## src/rtl/dino_pkg.sv

```systemverilog
// Shared types and constants for the dinosaur-runner obstacle pipeline.
package dino_pkg;

  typedef enum logic [1:0] {
    IDLE  = 2'd0,
    RUN   = 2'd1,
    CRASH = 2'd2
  } state_e;

  localparam int TICK_DIV_DEF = 250000;
  localparam int SCREEN_W_DEF = 160;
  localparam int DINO_X_DEF   = 16;
  localparam int DINO_W_DEF   = 8;
  localparam int OBST_H_DEF   = 12;
  localparam int MIN_GAP_DEF  = 40;

  localparam logic [7:0] LFSR_SEED = 8'hA5;
  // x^8+x^6+x^5+x^4+1 as a left-shifting Fibonacci register uses bits 7,5,4,3
  localparam logic [7:0] LFSR_TAPS = 8'b1011_1000;

  localparam int BCD_DIGIT_W = 4;
  localparam int BCD_DIGITS  = 4;

  function automatic logic [7:0] lfsr_next(input logic [7:0] cur);
    return {cur[6:0], ^(cur & LFSR_TAPS)};
  endfunction

endpackage

```

## src/rtl/bcd_score_counter.sv

```systemverilog
// Four-digit BCD up-counter that saturates at 9999; clear has priority over increment.
module bcd_score_counter
  import dino_pkg::*;
(
  input  logic        clk,
  input  logic        rst,
  input  logic        inc,
  input  logic        clr,
  output logic [15:0] score_bcd
);

  logic [15:0] score_q, score_d;
  logic        carry_s;
  logic [BCD_DIGIT_W-1:0] digit_s;

  // Ripple a +1 through the decimal digits unless already at the ceiling
  always_comb begin
    score_d = score_q;
    carry_s = 1'b0;
    digit_s = {BCD_DIGIT_W{1'b0}};
    if (clr) begin
      score_d = 16'h0000;
    end else if (inc && (score_q != 16'h9999)) begin
      carry_s = 1'b1;
      for (int i = 0; i < BCD_DIGITS; i++) begin
        digit_s = score_q[i*BCD_DIGIT_W +: BCD_DIGIT_W];
        if (carry_s && (digit_s == 4'd9)) begin
          score_d[i*BCD_DIGIT_W +: BCD_DIGIT_W] = 4'd0;
          carry_s = 1'b1;
        end else if (carry_s) begin
          score_d[i*BCD_DIGIT_W +: BCD_DIGIT_W] = digit_s + 4'd1;
          carry_s = 1'b0;
        end else begin
          score_d[i*BCD_DIGIT_W +: BCD_DIGIT_W] = digit_s;
        end
      end
    end else begin
      score_d = score_q;
    end
  end

  // Score register
  always_ff @(posedge clk) begin
    if (rst) begin
      score_q <= 16'h0000;
    end else begin
      score_q <= score_d;
    end
  end

  assign score_bcd = score_q;

endmodule

```

## src/rtl/obstacle_track.sv

```systemverilog
// Two-slot scrolling obstacle track: prescaled scroll, LFSR-spaced spawns,
// collision detection against the dinosaur and a BCD count of cleared obstacles.
module obstacle_track
  import dino_pkg::*;
#(
  parameter int TICK_DIV = TICK_DIV_DEF,
  parameter int SCREEN_W = SCREEN_W_DEF,
  parameter int DINO_X   = DINO_X_DEF,
  parameter int DINO_W   = DINO_W_DEF,
  parameter int OBST_H   = OBST_H_DEF,
  parameter int MIN_GAP  = MIN_GAP_DEF
) (
  input  logic        CLK,
  input  logic        RST,
  input  logic        game_status,
  input  logic [5:0]  dinosaur_height,
  output logic [1:0]  obs_valid,
  output logic [7:0]  obs_x0,
  output logic [7:0]  obs_x1,
  output logic [15:0] score_bcd,
  output logic        crash,
  output logic        scroll_tick
);

  localparam int PW = (TICK_DIV > 2) ? $clog2(TICK_DIV) : 1;

  state_e            state_q, state_d;
  logic [PW-1:0]     presc_q, presc_d;
  logic              tick_q, tick_d;
  logic              crash_q, crash_d;
  logic [7:0]        lfsr_q, lfsr_d;
  logic [7:0]        gap_q, gap_d;
  logic [7:0]        next_gap_q, next_gap_d;
  logic [1:0]        valid_q, valid_d;
  logic [1:0][7:0]   x_q, x_d;

  logic              presc_wrap_s, hit_s, do_tick_s;
  logic              score_inc_s, score_clr_s;
  logic [7:0]        gap_inc_s;

  assign presc_wrap_s = (presc_q == PW'(TICK_DIV - 1));

  // Hit check runs every clock against the current slot positions
  always_comb begin
    hit_s = 1'b0;
    for (int n = 0; n < 2; n++) begin
      if (valid_q[n] && (x_q[n] >= 8'(DINO_X)) && (x_q[n] <= 8'(DINO_X + DINO_W - 1))
          && (dinosaur_height < 6'(OBST_H))) begin
        hit_s = 1'b1;
      end else begin
        hit_s = hit_s;
      end
    end
  end

  // Next-state, scroll, spawn and score control
  always_comb begin
    state_d     = state_q;
    lfsr_d      = lfsr_next(lfsr_q);
    valid_d     = valid_q;
    x_d         = x_q;
    gap_d       = gap_q;
    next_gap_d  = next_gap_q;
    do_tick_s   = 1'b0;
    score_inc_s = 1'b0;
    score_clr_s = 1'b0;
    gap_inc_s   = (gap_q == 8'hFF) ? gap_q : gap_q + 8'd1;

    case (state_q)
      IDLE: begin
        if (game_status) begin
          state_d     = RUN;
          score_clr_s = 1'b1;
        end else begin
          state_d = IDLE;
        end
      end
      RUN: begin
        if (!game_status) begin
          state_d = IDLE;
        end else if (hit_s) begin
          state_d = CRASH;
        end else begin
          state_d   = RUN;
          do_tick_s = presc_wrap_s;
        end
      end
      CRASH: begin
        if (!game_status) begin
          state_d = IDLE;
        end else begin
          state_d = CRASH;
        end
      end
      default: state_d = IDLE;
    endcase

    if (do_tick_s) begin
      for (int n = 0; n < 2; n++) begin
        if (valid_q[n] && (x_q[n] == 8'd0)) begin
          valid_d[n]  = 1'b0;
          score_inc_s = 1'b1;
        end else if (valid_q[n]) begin
          x_d[n] = x_q[n] - 8'd1;
        end else begin
          x_d[n] = x_q[n];
        end
      end
      // Free slots come from the pre-tick flags, so a slot vacated now waits a tick
      if ((gap_inc_s >= next_gap_q) && !valid_q[0]) begin
        valid_d[0] = 1'b1;
        x_d[0]     = 8'(SCREEN_W - 1);
        gap_d      = 8'd0;
        next_gap_d = 8'(MIN_GAP) + {2'b00, lfsr_q[5:0]};
      end else if ((gap_inc_s >= next_gap_q) && !valid_q[1]) begin
        valid_d[1] = 1'b1;
        x_d[1]     = 8'(SCREEN_W - 1);
        gap_d      = 8'd0;
        next_gap_d = 8'(MIN_GAP) + {2'b00, lfsr_q[5:0]};
      end else begin
        gap_d = gap_inc_s;
      end
    end else begin
      gap_d = gap_q;
    end

    if (state_d == IDLE) begin
      valid_d    = 2'b00;
      x_d        = {2{8'h00}};
      gap_d      = 8'd0;
      next_gap_d = 8'(MIN_GAP);
    end else begin
      valid_d = valid_d;
    end
  end

  assign presc_d = ((state_q == RUN) && (state_d == RUN))
                 ? (presc_wrap_s ? {PW{1'b0}} : presc_q + PW'(1))
                 : {PW{1'b0}};
  assign tick_d  = (state_d == RUN) && (presc_d == PW'(TICK_DIV - 1));
  assign crash_d = (state_d == CRASH);

  // State registers
  always_ff @(posedge CLK) begin
    if (RST) begin
      state_q    <= IDLE;
      presc_q    <= {PW{1'b0}};
      tick_q     <= 1'b0;
      crash_q    <= 1'b0;
      lfsr_q     <= LFSR_SEED;
      gap_q      <= 8'd0;
      next_gap_q <= 8'(MIN_GAP);
      valid_q    <= 2'b00;
      x_q        <= {2{8'h00}};
    end else begin
      state_q    <= state_d;
      presc_q    <= presc_d;
      tick_q     <= tick_d;
      crash_q    <= crash_d;
      lfsr_q     <= lfsr_d;
      gap_q      <= gap_d;
      next_gap_q <= next_gap_d;
      valid_q    <= valid_d;
      x_q        <= x_d;
    end
  end

  bcd_score_counter u_score (
    .clk       (CLK),
    .rst       (RST),
    .inc       (score_inc_s),
    .clr       (score_clr_s),
    .score_bcd (score_bcd)
  );

  assign obs_valid   = valid_q;
  assign obs_x0      = x_q[0];
  assign obs_x1      = x_q[1];
  assign crash       = crash_q;
  assign scroll_tick = tick_q;

endmodule

```

## config.mk

```make
export PLATFORM = sky130hd
export DESIGN_NAME = obstacle_track
export DESIGN_NICKNAME = d
export VERILOG_FILES = /design/src/rtl/dino_pkg.sv /design/src/rtl/bcd_score_counter.sv /design/src/rtl/obstacle_track.sv
export SDC_FILE = /design/constraint.sdc
export NUM_CORES = 1
export LEC_CHECK = 0
export CORE_MARGIN = 2
export CORE_UTILIZATION = 52
export CTS_CLUSTER_SIZE = 40
export DETAILED_ROUTE_END_ITERATION = 8
export PLACE_DENSITY = 0.75
export SYNTH_ARGS = -nofsm -noshare
export SYNTH_HDL_FRONTEND = slang
export SYNTH_HIERARCHICAL = 1
export SYNTH_SLANG_ARGS = --single-unit
export TNS_END_PERCENT = 20
```

## constraint.sdc

```tcl
create_clock -name CLK -period 4.65 [get_ports CLK]
set_input_delay 0.465 -clock CLK [delete_from_list [all_inputs] [get_ports CLK]]
set_output_delay 0.465 -clock CLK [all_outputs]
set_load 0.02 [all_outputs]
```

==> results of run 1 <==
[metrics by stage]
stage	instance area, sq um	utilization	power, mW
2_1_floorplan	4265	-	0.7264
3_3_place_gp	4750	0.5869	0.7383
3_5_place_dp	4750	0.5869	0.7397
4_1_cts	4980	0.6153	1.318
5_1_grt	4980	0.6153	1.348
6_report	4980	0.6153	1.306
[flip-flops by register name, indices dropped and copies added, names as in the netlist]
signal	cells
presc_q	18
u_score/score_bcd	16
gap_q	8
lfsr_q	8
obs_x0	8
obs_x1	8
next_gap_q	7
obs_valid	2
state_q	2
crash	1
scroll_tick	1
[cell usage in the layout (no fill, tap or decap), types with 5 or more instances in the layout]
cell type        synthesis  routed
dfxtp_1                 79      79
nor2_1                  60      60
clkdlybuf4s50_1          0      42
a21oi_1                 30      30
nand3_1                 28      28
inv_1                   26      26
nand2_1                 25      25
xnor2_1                 21      21
ha_1                    21      21
xor2_1                  17      17
nor3_1                  16      16
nand4_1                 13      13
clkbuf_8                 0      12
o21ai_0                 11      11
a211oi_1                 9       9
or3_1                    8       8
nand3b_1                 7       7
nor2b_1                  7       7
and2_1                   6       6
mux2i_1                  6       6
and3_1                   5       5
or2_2                    5       5
nor3b_1                  5       5
[where the power goes]
part | leakage (nW) | switching, mW | internal (mW) | total [mW]
Combinational | 0.905 | 0.0198 | 0.0152 | 0.0350
Clock | 0.118 | 0.239 | 0.343 | 0.582
Sequential | 0.639 | 0.00577 | 0.683 | 0.689
Total | 1.66 | 0.265 | 1.04 | 1.31
[metal layers]
metal	up-vias	track usage	share of wire
li1	1832	-	-
met1	1710	0.2807	0.47
met2	59	0.3589	0.48
met3	11	0.03512	0.029
met4	0	0.07367	0.014
met5	-	0	0
[area by class of cell]
class	count	area, sq um
fillers	745	3113
multi-input cells	369	2504
flip-flops and latches	79	1582
repair buffers	44	435.4
clock buffers	12	165.2
well taps	105	131.4
inverters	26	97.59
clock inverters	3	65.06
[kinds of logic after synthesis]
| group | synth area share |
|---|---|
| adders and majority gates | 0.06160 |
| xor gates and xnor gates | 0.07803 |
| buffers and inverters | 0.04224 |
| DFF | 0.3708 |
| AOI/OAI and AO/OA | 0.1625 |
| and+or+nand+nor | 0.2681 |
| muxes | 0.01672 |
[worst register-to-register path, stage by stage, from the launching register on]
cell and delay (ns):
dfxtp_1 0.41, ha_1 0.24, nand2_1 0.10, or3_1 0.49, nor2b_1 0.23, nand3_1 0.11
xnor2_1 0.13, ha_1 0.27, a21o_1 0.16, a21oi_1 0.50, and2_1 0.35, a211oi_4 0.14
and3_1 0.22, o31a_1 0.26
[worst max path at each step]
stage                              to  slack (ns)  depth (start not counted)
2_1_floorplan  obs_x0[3]$_SDFFE_PP0P_        1.35                         14
3_3_place_gp   obs_x0[3]$_SDFFE_PP0P_        1.08                         13
3_5_place_dp   obs_x0[3]$_SDFFE_PP0P_        0.97                         13
4_1_cts        obs_x0[3]$_SDFFE_PP0P_        0.94                         13
5_1_grt        obs_x0[3]$_SDFFE_PP0P_        0.68                         13
6_report       obs_x0[3]$_SDFFE_PP0P_        0.94                         13
==> metrics.txt, run 1 <==
first-pass GRT wire length=15260 um; Synth Flop Type=dfxtp_1; grt ovf=0; top cells by count, synth=79 x dfxtp_1, 60 x nor2_1, 30 x a21oi_1; RR Endpoint=obs_x0[3]$_SDFFE_PP0P_; initial antenna violation count=0; CP Cell Sequence=ha_1 -> nand2_1 -> or3_1 -> nor2b_1 -> nand3_1 -> xnor2_1 -> ha_1 -> a21o_1 -> a21oi_1 -> and2_1 -> a211oi_4 -> and3_1 -> o31a_1; Diodes inserted=0; Remaining DRCs=0; synth unique cells=70; Worst Setup SP=gap_q[0]$_SDFFE_PP0P_; FP Rows=33; RSZ-0062 raised after global routing=false; Setup WS post-layout=0.9370 ns; vias per cell=5.661; clk sinks=79; Final Hold Fails=0; P_leak=1.663 nW; pre-CTS setup slack=0.9712 ns; Iteration-0 DRC Markers=167; crit start category=flip-flop; Mapped Area=4265 sq um; max incr delay on CP=0.50 ns; post-CTS setup buffers=0; Crit path max-delay family=simple AND/OR/NAND/NOR gates; All-Layer GR Usage=0.2143; crit end category=flip-flop; Initial Util=0.5271; reg2reg path depth=13; WP buf/inv=0; share of layout cells above drive strength 1=0.08443; CP max-delay cell=a21oi_1; post-synth net total=521; post-synthesis register bit count=79; critical path required time=4.89 ns; hold path endpoint=lfsr_q[7]$_SDFF_PP1_; drt first pass iters=4; Mapped Avg Cell Area=8.687 sq um; hold buffer count at cts=0; Post-synth EDFFs=0; Slew headroom=0.5427; IO Pins=45; Peak VDD IR=0.1640 mV; CTS H-tree depth=3; Non-Filler Instances=638; Min-Delay Path Class=reg -> reg; share of the synthesized area in the top cell type=0.3708; Post-DP HPWL=6733 um; cts bufs inserted=9; total number of vias=3612; largest net degree at the start of global routing=19; period utilization=0.7985; die height=94.57 um; Clock Skew=0.009713 ns; power per cell area=262.2 nW/um^2; Max Root-Sink Buffers=2; Root Driver=clkbuf_8; Core Region=8093 sq um; Worst path most repeated cell=ha_1; die width=94.57 um; Ys Warns=6; worst path arrival time=3.95 ns; status=completed; r2r setup slk=0.94 ns; Net count, final=559; worst slew pin tran=0.6765 ns; Post-synth ARST share=0; CTS tree=built; Inst Count DP=623; Port Buffers=42; most frequent cell after synthesis=dfxtp_1; Max Fclk=269.3 MHz; Syn-to-layout area delta=16.75%; final worst path period need=3.713 ns; WS Path Type=reg -> reg; vias in the first global route=3336; worst r2r src=gap_q[0]$_SDFFE_PP0P_; WL per Instance=14.38 um; Worst Hold Launch=lfsr_q[6]$_SDFF_PP0_; Slew Limit Fails=0; post-synthesis cell count=491; setup TNS=0 ns; clock-pin slew on the worst setup and hold paths=0.08 ns; Hold Crit Depth=1; ANT nets after route=0; Final setup viols=0; worst skew pair latency=0.35 ns; final WL=9174 um; sequential area share after synthesis=0.3708; crit-path max FO=8; Max Cap Viol=0; WHS=0.4160 ns; GP Congestion=0.8774; cell taking the most area after synthesis=dfxtp_1; synth top area cells=dfxtp_1 37%, ha_1 6.2%, nor2_1 5.3%; post-cts resize count=0; total die area=8943 sq um
Power figures use the tool's default switching activity.
==> run 2, diff against run 1 <==
==> constraint.sdc (replaced) <==
create_clock -name CLK -period 3.45 [get_ports CLK]
set_input_delay 0.345 -clock CLK [delete_from_list [all_inputs] [get_ports CLK]]
set_output_delay 0.345 -clock CLK [all_outputs]
set_load 0.02 [all_outputs]
==> metrics.txt, run 2 (synthesis results as in run 1) <==
drt first pass iters=4 (unchanged); clock power share=0.430 (-0.016); GP Congestion=0.8754 (-0.23%); CTS tree=built; WL per Instance=14.59 um (+1.5%); fill count=745 (unchanged); worst slew pin tran=0.7023 ns (+0.02578 ns); Core Region=8093 sq um (unchanged); Port Buffers=42 (unchanged); Slew headroom=0.5318 (-0.01083); WHS=0.4276 ns (+0.01160 ns); max reg flops=18 (unchanged); internal power=1.348 mW (+29%); Final setup viols=0 (unchanged); Initial Util=0.5271 (unchanged); setup TNS=0 ns (unchanged); critical path required time=3.66 ns (-1.23 ns); Final Hold Fails=0 (unchanged); cts bufs inserted=9 (unchanged); Iteration-0 DRC Markers=199 (+19%); FP Rows=33 (unchanged); power per cell area=342.1 nW/um^2 (+30%); clock-pin slew on the worst setup and hold paths=0.08 ns (about the same); Min-Delay Path Class=reg -> reg; Reg power frac=0.540 (+0.012); die height=94.57 um (unchanged); ANT nets after route=0 (unchanged); Hold Crit Depth=1 (unchanged); worst skew pair latency=0.35 ns (about the same); period utilization=0.9240 (+0.1255); Remaining DRCs=0 (unchanged); Setup WS post-layout=0.2623 ns (-0.6747 ns); total number of vias=3687 (+2.1%); commonest non-fill, non-tap cell in the layout=dfxtp_1; Post-DP HPWL=7072 um (+5.0%); clk sinks=79 (unchanged); share of layout cells above drive strength 1=0.09982 (+0.01539); r2r setup slk=0.26 ns (-0.67 ns); Net count, final=566 (+1.3%); crit start category=flip-flop; P_leak=1.683 nW (+1.2%); All-Layer GR Usage=0.2210 (+0.006685); crit end category=flip-flop; area occupied by multi-input gates=2510 sq um (+0.25%); Max Root-Sink Buffers=2 (unchanged); Syn-to-layout area delta=17.72%; reg2reg path depth=11 (-2); Logic pwr share=0.030 (+0.003); Diodes inserted=0 (unchanged); Max Fclk=313.7 MHz (+16%); Slew Limit Fails=0 (unchanged); vias in the first global route=3368 (+0.96%); Clock Skew=0.01085 ns (+0.001134 ns); final WL=9425 um (+2.7%); die width=94.57 um (unchanged); RSZ-0062 raised after global routing=false; Sw Share=0.2154 (+0.01260); WS Path Type=reg -> reg; grt ovf=0 (unchanged); CTS H-tree depth=3 (unchanged); register name with the most flops=presc_q; Total Power=1.718 mW (+32%); IO Pins=45 (unchanged); final worst path period need=3.188 ns (-0.5253 ns); most frequent cells in the layout=79 x dfxtp_1, 60 x nor2_1, 42 x clkdlybuf4s50_1; worst path arrival time=3.39 ns (-0.56 ns); Max Cap Viol=0 (unchanged); Psw=370.0 uW (+40%); Root Driver=clkbuf_8; hold buffer count at cts=0 (unchanged); total die area=8943 sq um (unchanged); first-pass GRT wire length=15640 um (+2.5%); Peak VDD IR=0.2232 mV (+36%); pre-CTS setup slack=0.1369 ns (-0.8342 ns); Register Area=1582 sq um (unchanged); vias per cell=5.707 (+0.81%); largest net degree at the start of global routing=19 (unchanged); initial antenna violation count=0 (unchanged); crit-path max FO=6 (-2); status=completed
==> run 2: through the flow <==
| step | util | instance area, sq um | cells |
|---|---|---|---|
| finish | 0.6204 | 5021 | 646 |
| global route | 0.6204 | 5021 | 646 |
| CTS | 0.6197 | 5015 | 646 |
| detailed placement | 0.5934 | 4802 | 630 |
| global placement | 0.5934 | 4802 | 630 |
| floorplan | - | 4265 | 491 |
==> run 2: per-layer routing <==
layer  wire length (um)  part of all wire  GRT usage  vias to the layer above
met5                  0                 0          0                        -
met4                122             0.013    0.07126                        0
met3                298             0.032    0.05028                       11
met2               4806              0.51     0.3702                       65
met1               4197              0.45     0.2828                     1769
li1                   -                 -          -                     1842
==> run 2: worst paths after layout <==
kind | from | end
setup / recovery | gap_q[0]$_SDFFE_PP0P_ | obs_x1[0]$_SDFFE_PP0P_
hold / removal | lfsr_q[6]$_SDFF_PP0_ | lfsr_q[7]$_SDFF_PP1_
setup reg to reg | gap_q[0]$_SDFFE_PP0P_ | obs_x1[0]$_SDFFE_PP0P_
hold reg to reg | lfsr_q[6]$_SDFF_PP0_ | lfsr_q[7]$_SDFF_PP1_
==> run 2: power groups by stage <==
stage               logic (mW)  clock network [mW]  registers (mW)
finish                  0.0508               0.739           0.928
global route            0.0558               0.795           0.929
CTS                     0.0513               0.758           0.928
detailed placement      0.0510                   0           0.949
global placement        0.0482                   0           0.949
floorplan               0.0321                   0           0.947
==> run 2: worst max-delay path, cell delays in order (launching register included) <==
cell and delay, ns:
dfxtp_1 0.41, ha_1 0.25, nand2_1 0.11, or3_4 0.45
nor2b_1 0.20, xor2_1 0.16, ha_1 0.28, o2111a_1 0.25
a22oi_2 0.36, a211o_1 0.30, nor3b_1 0.22, a211oi_1 0.07
==> run 2: area by class of cell <==
cell class              count  share of cell area
clock buffers              10             0.02542
well taps                 105             0.02616
clock inverters             6             0.01694
inverters                  26             0.01944
repair buffers             51             0.09718
multi-input cells         369              0.4999
flip-flops and latches     79              0.3150
==> run 2: timing repair <==
action	CTS	global route
endpoints found under the setup margin	0	15
gates resized for setup	0	3
buffers inserted	0	0
